==> src/rtl/pattern_capture_pkg.sv <==
// Shared types and helpers for the logic-analyzer capture engine.
//   cap_state_t : capture FSM states
//   wr_state_t  : SRAM write engine states
//   cap_cfg_t   : configuration latched on the enable rise
package pattern_capture_pkg;

    localparam int unsigned SRAM_AW      = 19;
    localparam int unsigned CAP_TSEL_MAX = 21;
    localparam int unsigned GPIO_W       = 8;
    localparam int unsigned TSEL_W       = 5;
    localparam int unsigned PCNT_W       = CAP_TSEL_MAX + 2;
    localparam int unsigned PCNT_W1      = PCNT_W + 1;

    typedef enum logic [1:0] {
        IDLE  = 2'd0,
        ARMED = 2'd1,
        RUN   = 2'd2,
        DONE  = 2'd3
    } cap_state_t;

    typedef enum logic [1:0] {
        WR_IDLE = 2'd0,
        WR_LOW  = 2'd1,
        WR_HOLD = 2'd2
    } wr_state_t;

    typedef struct packed {
        logic [SRAM_AW-1:0] end_addr;
        logic [1:0]         wsel;
        logic [TSEL_W-1:0]  tsel;
        logic               trig_en;
        logic [2:0]         trig_sel;
    } cap_cfg_t;

    // Clamp the timestep select so the period never exceeds 2^23 clk.
    function automatic logic [TSEL_W-1:0] sat_tsel(input logic [TSEL_W-1:0] t);
        return (t > TSEL_W'(CAP_TSEL_MAX)) ? TSEL_W'(CAP_TSEL_MAX) : t;
    endfunction

    // Terminal count of the period counter: 2^(t+2)-1 (t already clamped).
    function automatic logic [PCNT_W-1:0] period_mask(input logic [TSEL_W-1:0] t);
        logic [PCNT_W:0] one_hot;
        one_hot = PCNT_W1'(1) << (t + TSEL_W'(2));
        return PCNT_W'(one_hot - PCNT_W1'(1));
    endfunction

    // Index of the final sample in a byte: 8/w - 1.
    function automatic logic [2:0] last_slot(input logic [1:0] wsel);
        case (wsel)
            2'd0:    return 3'd7;
            2'd1:    return 3'd3;
            2'd2:    return 3'd1;
            default: return 3'd0;
        endcase
    endfunction

    // Shift a new sample in from the top so sample 0 ends up in the low bits.
    function automatic logic [GPIO_W-1:0] pack_sample(input logic [GPIO_W-1:0] acc,
                                                      input logic [GPIO_W-1:0] pins,
                                                      input logic [1:0]        wsel);
        case (wsel)
            2'd0:    return (acc >> 1) | {pins[0],   7'd0};
            2'd1:    return (acc >> 2) | {pins[1:0], 6'd0};
            2'd2:    return (acc >> 4) | {pins[3:0], 4'd0};
            default: return pins;
        endcase
    endfunction

endpackage

==> src/rtl/pattern_capture_sram_wr.sv <==
// Three-cycle SRAM write engine.
//   load/data/last : byte ready (data registered on the load edge), last = final address
//   clear          : abort, strobe high and address back to 0 on the next edge
//   wdata/addr/wen : SRAM write bus
//   wr_done        : one-cycle pulse after the write to the final address
module pattern_capture_sram_wr
    import pattern_capture_pkg::*;
(
    input  logic               clk,
    input  logic               reset,
    input  logic               clear,
    input  logic               load,
    input  logic [GPIO_W-1:0]  data,
    input  logic               last,
    output logic [GPIO_W-1:0]  wdata,
    output logic [SRAM_AW-1:0] addr,
    output logic               wen,
    output logic               wr_done
);

    wr_state_t          wr_state, wr_nxt;
    logic               pend, pend_nxt;
    logic               last_q, last_nxt;
    logic [GPIO_W-1:0]  wdata_nxt;
    logic [SRAM_AW-1:0] addr_nxt;
    logic               wen_nxt;
    logic               done_nxt;

    // Data is set up one edge before wen falls; the address steps one edge after wen rises.
    always_comb begin
        wr_nxt    = wr_state;
        pend_nxt  = pend;
        last_nxt  = last_q;
        wdata_nxt = wdata;
        addr_nxt  = addr;
        wen_nxt   = wen;
        done_nxt  = 1'b0;
        if (clear) begin
            wr_nxt   = WR_IDLE;
            pend_nxt = 1'b0;
            wen_nxt  = 1'b1;
            addr_nxt = '0;
        end else begin
            case (wr_state)
                WR_IDLE: begin
                    if (pend) begin
                        wen_nxt  = 1'b0;
                        pend_nxt = 1'b0;
                        wr_nxt   = WR_LOW;
                    end
                end
                WR_LOW: begin
                    wen_nxt  = 1'b1;
                    done_nxt = last_q;
                    wr_nxt   = WR_HOLD;
                end
                WR_HOLD: begin
                    if (!last_q) begin
                        addr_nxt = addr + SRAM_AW'(1);
                    end
                    wr_nxt = WR_IDLE;
                end
                default: wr_nxt = WR_IDLE;
            endcase
            if (load) begin
                wdata_nxt = data;
                last_nxt  = last;
                pend_nxt  = 1'b1;
            end
        end
    end

    always_ff @(posedge clk or posedge reset) begin
        if (reset) begin
            wr_state <= WR_IDLE;
            pend     <= 1'b0;
            last_q   <= 1'b0;
            wdata    <= '0;
            addr     <= '0;
            wen      <= 1'b1;
            wr_done  <= 1'b0;
        end else begin
            wr_state <= wr_nxt;
            pend     <= pend_nxt;
            last_q   <= last_nxt;
            wdata    <= wdata_nxt;
            addr     <= addr_nxt;
            wen      <= wen_nxt;
            wr_done  <= done_nxt;
        end
    end

endmodule

==> src/rtl/pattern_capture.sv <==
// Logic-analyzer capture engine: samples synced GPIO pins at 2^(t+2) clk,
// packs w-bit samples into bytes and writes them to SRAM from address 0 to end.
//   enable_cap/sram_busy        : start (rising edge, bus free) / abort (low)
//   *_sel_cap, trig_*, end_addr : configuration, latched on the enable rise
//   gpio_cap_in                 : asynchronous capture pins
//   capture_active/done         : bus ownership / sticky completion
//   sram_*_cap                  : SRAM address, write data and active-low strobes
module pattern_capture
    import pattern_capture_pkg::*;
(
    input  logic               clk,
    input  logic               reset,
    input  logic               enable_cap,
    input  logic               sram_busy,
    input  logic [23:0]        end_address_cap,
    input  logic [1:0]         num_gpio_sel_cap,
    input  logic [4:0]         timestep_sel_cap,
    input  logic               trig_en_cap,
    input  logic [2:0]         trig_sel_cap,
    input  logic [7:0]         gpio_cap_in,
    output logic               capture_active,
    output logic               capture_done,
    output logic [SRAM_AW-1:0] sram_addr_cap,
    output logic [7:0]         sram_wdata_cap,
    output logic               sram_cen_cap,
    output logic               sram_oen_cap,
    output logic               sram_wen_cap
);

    logic [GPIO_W-1:0] gpio_meta, gpio_sync, gpio_prev;
    logic              en_q1, en_q2;
    logic              en_rise_c;

    cap_state_t        state, state_nxt;
    cap_cfg_t          cfg, cfg_nxt;
    logic [PCNT_W-1:0] pcnt, pcnt_nxt;
    logic [PCNT_W-1:0] pmask_c;
    logic [GPIO_W-1:0] acc, acc_nxt;
    logic [GPIO_W-1:0] packed_c;
    logic [2:0]        slot, slot_nxt;
    logic              sample_c;
    logic              load_c;
    logic              last_c;
    logic              trig_c;
    logic              byte_last_c;
    logic              active_nxt_c;
    logic              clear_c;
    logic              wr_done;
    logic              unused_addr_hi;

    assign unused_addr_hi = ^end_address_cap[23:SRAM_AW];

    // Pin synchronizer, previous synced value for trigger edges, enable edge detect.
    always_ff @(posedge clk or posedge reset) begin
        if (reset) begin
            gpio_meta <= '0;
            gpio_sync <= '0;
            gpio_prev <= '0;
            en_q1     <= 1'b0;
            en_q2     <= 1'b0;
        end else begin
            gpio_meta <= gpio_cap_in;
            gpio_sync <= gpio_meta;
            gpio_prev <= gpio_sync;
            en_q1     <= enable_cap;
            en_q2     <= en_q1;
        end
    end

    assign en_rise_c   = en_q1 & ~en_q2;
    assign trig_c      = gpio_sync[cfg.trig_sel] & ~gpio_prev[cfg.trig_sel];
    assign pmask_c     = period_mask(cfg.tsel);
    assign packed_c    = pack_sample(acc, gpio_sync, cfg.wsel);
    assign byte_last_c = (slot == last_slot(cfg.wsel));
    assign last_c      = (sram_addr_cap == cfg.end_addr);
    assign clear_c     = ~enable_cap;

    // Capture FSM, period counter and sample packing.
    always_comb begin
        state_nxt = state;
        cfg_nxt   = cfg;
        pcnt_nxt  = pcnt;
        acc_nxt   = acc;
        slot_nxt  = slot;
        sample_c  = 1'b0;
        load_c    = 1'b0;
        if (!enable_cap) begin
            state_nxt = IDLE;
            pcnt_nxt  = '0;
            acc_nxt   = '0;
            slot_nxt  = '0;
        end else begin
            case (state)
                IDLE: begin
                    if (en_rise_c && !sram_busy) begin
                        state_nxt        = ARMED;
                        cfg_nxt.end_addr = end_address_cap[SRAM_AW-1:0];
                        cfg_nxt.wsel     = num_gpio_sel_cap;
                        cfg_nxt.tsel     = sat_tsel(timestep_sel_cap);
                        cfg_nxt.trig_en  = trig_en_cap;
                        cfg_nxt.trig_sel = trig_sel_cap;
                        pcnt_nxt         = '0;
                        acc_nxt          = '0;
                        slot_nxt         = '0;
                    end
                end
                ARMED: begin
                    if (!cfg.trig_en || trig_c) begin
                        state_nxt = RUN;
                        sample_c  = 1'b1;
                        pcnt_nxt  = '0;
                    end
                end
                RUN: begin
                    if (pcnt == pmask_c) begin
                        pcnt_nxt = '0;
                        sample_c = 1'b1;
                    end else begin
                        pcnt_nxt = pcnt + PCNT_W'(1);
                    end
                    if (wr_done) begin
                        state_nxt = DONE;
                    end
                end
                default: ;
            endcase
            if (sample_c) begin
                acc_nxt = packed_c;
                if (byte_last_c) begin
                    load_c   = 1'b1;
                    slot_nxt = '0;
                end else begin
                    slot_nxt = slot + 3'd1;
                end
            end
        end
    end

    assign active_nxt_c = (state_nxt == ARMED) || (state_nxt == RUN);

    always_ff @(posedge clk or posedge reset) begin
        if (reset) begin
            state          <= IDLE;
            cfg            <= '0;
            pcnt           <= '0;
            acc            <= '0;
            slot           <= '0;
            capture_active <= 1'b0;
            capture_done   <= 1'b0;
            sram_cen_cap   <= 1'b1;
        end else begin
            state          <= state_nxt;
            cfg            <= cfg_nxt;
            pcnt           <= pcnt_nxt;
            acc            <= acc_nxt;
            slot           <= slot_nxt;
            capture_active <= active_nxt_c;
            capture_done   <= (state_nxt == DONE);
            sram_cen_cap   <= ~active_nxt_c;
        end
    end

    // The SRAM is only ever written, so output enable stays deasserted.
    assign sram_oen_cap = 1'b1;

    pattern_capture_sram_wr u_sram_wr (
        .clk     (clk),
        .reset   (reset),
        .clear   (clear_c),
        .load    (load_c),
        .data    (packed_c),
        .last    (last_c),
        .wdata   (sram_wdata_cap),
        .addr    (sram_addr_cap),
        .wen     (sram_wen_cap),
        .wr_done (wr_done)
    );

endmodule

==> config.mk <==
export PLATFORM = sky130hd
export DESIGN_NAME = pattern_capture
export DESIGN_NICKNAME = d
export VERILOG_FILES = /design/src/rtl/pattern_capture_pkg.sv /design/src/rtl/pattern_capture_sram_wr.sv /design/src/rtl/pattern_capture.sv
export SDC_FILE = /design/constraint.sdc
export NUM_CORES = 1
export LEC_CHECK = 0
export BUFFER_PORTS_ARGS = -buffer_cell sky130_fd_sc_hd__buf_2
export CORE_ASPECT_RATIO = 0.75
export CORE_MARGIN = 2
export CORE_UTILIZATION = 55
export DETAILED_ROUTE_END_ITERATION = 8
export PLACE_DENSITY = 0.8
export SYNTH_ARGS = -nofsm -noshare
export SYNTH_HDL_FRONTEND = slang
export SYNTH_HIERARCHICAL = 1
export SYNTH_SLANG_ARGS = --single-unit
==> constraint.sdc <==
create_clock -name clk -period 11.8 [get_ports clk]
set_clock_uncertainty 0.15 [all_clocks]
set_input_delay 0.59 -clock clk [delete_from_list [all_inputs] [get_ports clk]]
set_output_delay 0.59 -clock clk [all_outputs]
set_load 0.03 [all_outputs]
==> metrics.md <==
| Metric | Value |
|---|---|
| # port buffers | between 70 and 80 |
| Comb power frac | a little over a quarter |
| First-pass GRT wire length | 29.0 mm |
| Share of the yosys chip area belonging to registers | 44.0% |
| Hold-fix buffer count after cts | 0 |
| Reg-to-reg endpoint | u_sram_wr/wdata[1] |
| CTS sink cnt | around 130 |
| Drt pass-1 iters | 5 |
| Synth Net Count | about 780 |
| Total negative slack | 0 ps |
| Routed length per placed instance | 18.6 um |
| Clock power frac | between 30% and 40% |
| Num CTS Buffers | 17 |
| R2R cell count | 16 |
| Fraction of registers with async set/reset | 100% |
| Post-layout min period | 7180 ps |
| Crit path kind | flip-flop to flip-flop |
| Io pins | between 70 and 80 |
| Syn Std Cell Area | 0.00722 mm2 |
| Mapped Avg Cell Area | just over 10 um2 |
| Final setup violation count | 0 |
| Die Ht | ~100 um |
| Sw Ratio | about a third |
| Via Count | roughly 5,900 |
| Final critical-path share of the clock period | around three fifths |
| RSZ-0062 raised after global routing | no |
| Nets | ~830 |
| N_diodes | 0 |
| Yosys warns | 6 |
| Relative slew slack | roughly 13% |
| Die W | between 100 and 150 um |
| Largest area contributor in the netlist | dfrtp_1 |
| Total Routing Usage GR | about a quarter |
| Flops & latches, synth | 127 |
| Status | finished clean |
| Clk root buf | clkbuf_16 |
| Max-slew violations | 0 |
| FF-to-FF Start | cfg[6] |
| Number of flops mapped to enable cells by yosys | 0 |
| DRC viols | 0 |
| Post-CTS setup buffers | 0 |
| Synth top area cells | dfrtp_1 43%, mux2_2 5.9%, xor2_1 5.6%, nand2_1 2.9%, nor2_1 2.7% |
| Slowest cell delay on critical path | 840 ps |
| Tightest Pin Transition | about 1300 ps |
| Largest net degree at the start of global routing | 73 |
| Commonest cells in the netlist | 125 x dfrtp_1, 55 x nand2_1, 52 x nor2_1 |
| Initial Util | between 50 and 60% |
| Clk_lat worst skew | 420 ps |
| TritonCTS clock tree | done |
| Max-capacitance violation count | 0 |
| Cell chain of the critical path | ha_1 > xor2_2 > nor3_2 > or2_2 > nand3_1 > ha_1 > clkinv_1 > a22o_1 > a2111o_1 > or4_4 > nor4_1 > o21ai_1 > nor2_1 > inv_1 > nor2_1 > mux2_2 |
| PwrDens | around 170 mW/mm2 |
| GP Congestion | a little over 0.9 |
| Detailed Place HPWL | approximately 12 mm |
| Final ANT Viol Nets | 0 |
| Setup crit end kind | flip-flop |
| Iteration-0 DRC Markers | between 600 and 700 |
| Grt ovf | 0 |
| CP max stage cell | ha_1 |
| Sw Pwr | 0.495 mW |
| Main flop type after synthesis | dfrtp_1 |
| Leak pwr | 3.62 nW |
| Hold/Removal Path Class | input pin to asynchronous set/reset pin |
| PostCTS Resize Cnt | 0 |
| Seq pwr share | a little under two fifths |
| Final hold vios | 0 |
| # rows | 36 |
| Fmax | approximately 0.14 GHz |
| Htree depth | 4 |
| Worst vdd ir | around 130 uV |
| Antenna violations before repair | 0 |
| Most frequent cell after synthesis | dfrtp_1 |
| Core footprint | about 0.013 mm2 |
| CP startpoint kind | flip-flop |
| CP required | between 10,000 and 15,000 ps |
| Layout cells sized above 1 | about 22% |
| Distinct cells, synth | 86 |
| Int Power | ~0.93 mW |
| Worst Path Arrival | approximately 7300 ps |
| Clk slew on worst S/H paths | 70 ps |
| Final WL | 17.9 mm |
| Mapped Cells | slightly above 700 |
| P&R area growth vs syn | 13.8% |
| Reg2reg setup slack | about 4600 ps |
| Die area | about 0.014 mm2 |
| Vias in the first global route | between 5,000 and 6,000 |
| Synth top area share | a little over two fifths |
| Maximum fanout along the worst path | 21 |
| Pwr Total | 1.42 mW |
| Clk buf depth | 2 |
| Vias/cell | around 6.2 |
routing by layer:
metal	track usage, %	up-vias	share of wire (%)
met5	0	-	0
met4	8.17	0	1.3
met3	6.14	27	7.7
met2	41.1	273	46
met1	37.9	2912	45
li1	-	2717	-
state kept, by name, summed over array words and instances, names as in the netlist, 3 cells and up:
register,flops
u_sram_wr/wdata,8
pcnt,23
u_sram_wr/addr,19
cfg,30
gpio_prev,8
slot,3
gpio_meta,8
acc,7
gpio_sync,8
worst max-delay path by stage:
stage | startpoint | slack [ps] | to
detailed placement | cfg[6] | 4970 | u_sram_wr/wdata[2]
CTS | cfg[6] | 4690 | u_sram_wr/wdata[2]
global placement | cfg[6] | 5170 | u_sram_wr/wdata[1]
floorplan | cfg[5] | 7050 | u_sram_wr/last_q
global route | cfg[6] | 4170 | u_sram_wr/last_q
finish | cfg[6] | 4620 | u_sram_wr/wdata[1]
critical path, delay by kind of cell (launching register included):
kind | cells | cell delay (ps)
flops | 1 | 770
mux | 1 | 420
fa+ha+maj | 2 | 1370
xor+xnor | 1 | 320
buf+inv | 2 | 540
compound gates | 3 | 1140
simple gates | 7 | 2340
power groups by stage:
stage                     registers (mW)  logic [mW]  clock network [mW]
final                              0.539       0.371               0.513
after CTS                          0.538       0.365               0.518
after floorplan                    0.508       0.317                   0
after global routing               0.546       0.406               0.540
after global placement             0.539       0.353                   0
after detailed placement           0.544       0.362                   0
layout make-up:
| cell class | instances | area (um2) |
|---|---|---|
| Sequential cell | 127 | 3180 |
| Tap cell | 171 | 214 |
| Inverter | 21 | 80.1 |
| Fill cell | 972 | 4700 |
| Multi-Input combinational cell | 531 | 3770 |
| Clock inverter | 15 | 149 |
| Clock buffer | 17 | 425 |
| Timing Repair Buffer | 78 | 405 |
placed cells by master, fill, tap and decap left out, drive strengths merged, types with 5 or more instances in the layout:
master / count
ha: 11
nand3: 29
a21oi: 34
a21o: 5
and3: 11
buf: 78
clkbuf: 17
o21ai: 30
o31ai: 8
nand4: 12
or3: 7
nand2b: 18
nor3: 16
nor3b: 9
xor2: 47
nor2: 53
or4: 7
xnor2: 22
inv: 28
nor4: 16
mux4: 8
mux2: 39
and2: 7
nand2: 55
o211ai: 6
dfrtp: 125
o2111ai: 6
nor2b: 8
kinds of logic after synthesis:
family	synth area share, %
mux	8.57
fa+ha+maj	1.91
compound gates	13.0
buf+inv	3.81
other cells	0.0519
simple gates	20.0
xor+xnor	8.57
flops	44.0
metrics by stage:
| stage | std cells | setup WS [ps] | area [um2] | hold WS, ps | util [%] |
|---|---|---|---|---|---|
| detailed placement | 928 | 4970 | 7650 | 185 | 59.2 |
| finish | 960 | 4620 | 8220 | 8.03 | 63.6 |
| floorplan | 717 | 7050 | 7220 | 181 | - |
| CTS | 960 | 4690 | 8220 | 19.4 | 63.6 |
| global route | 960 | 4170 | 8220 | 36.3 | 63.6 |
| global placement | 928 | 5170 | 7650 | 182 | 59.2 |
Note: power is estimated with default switching activity, not from simulation.
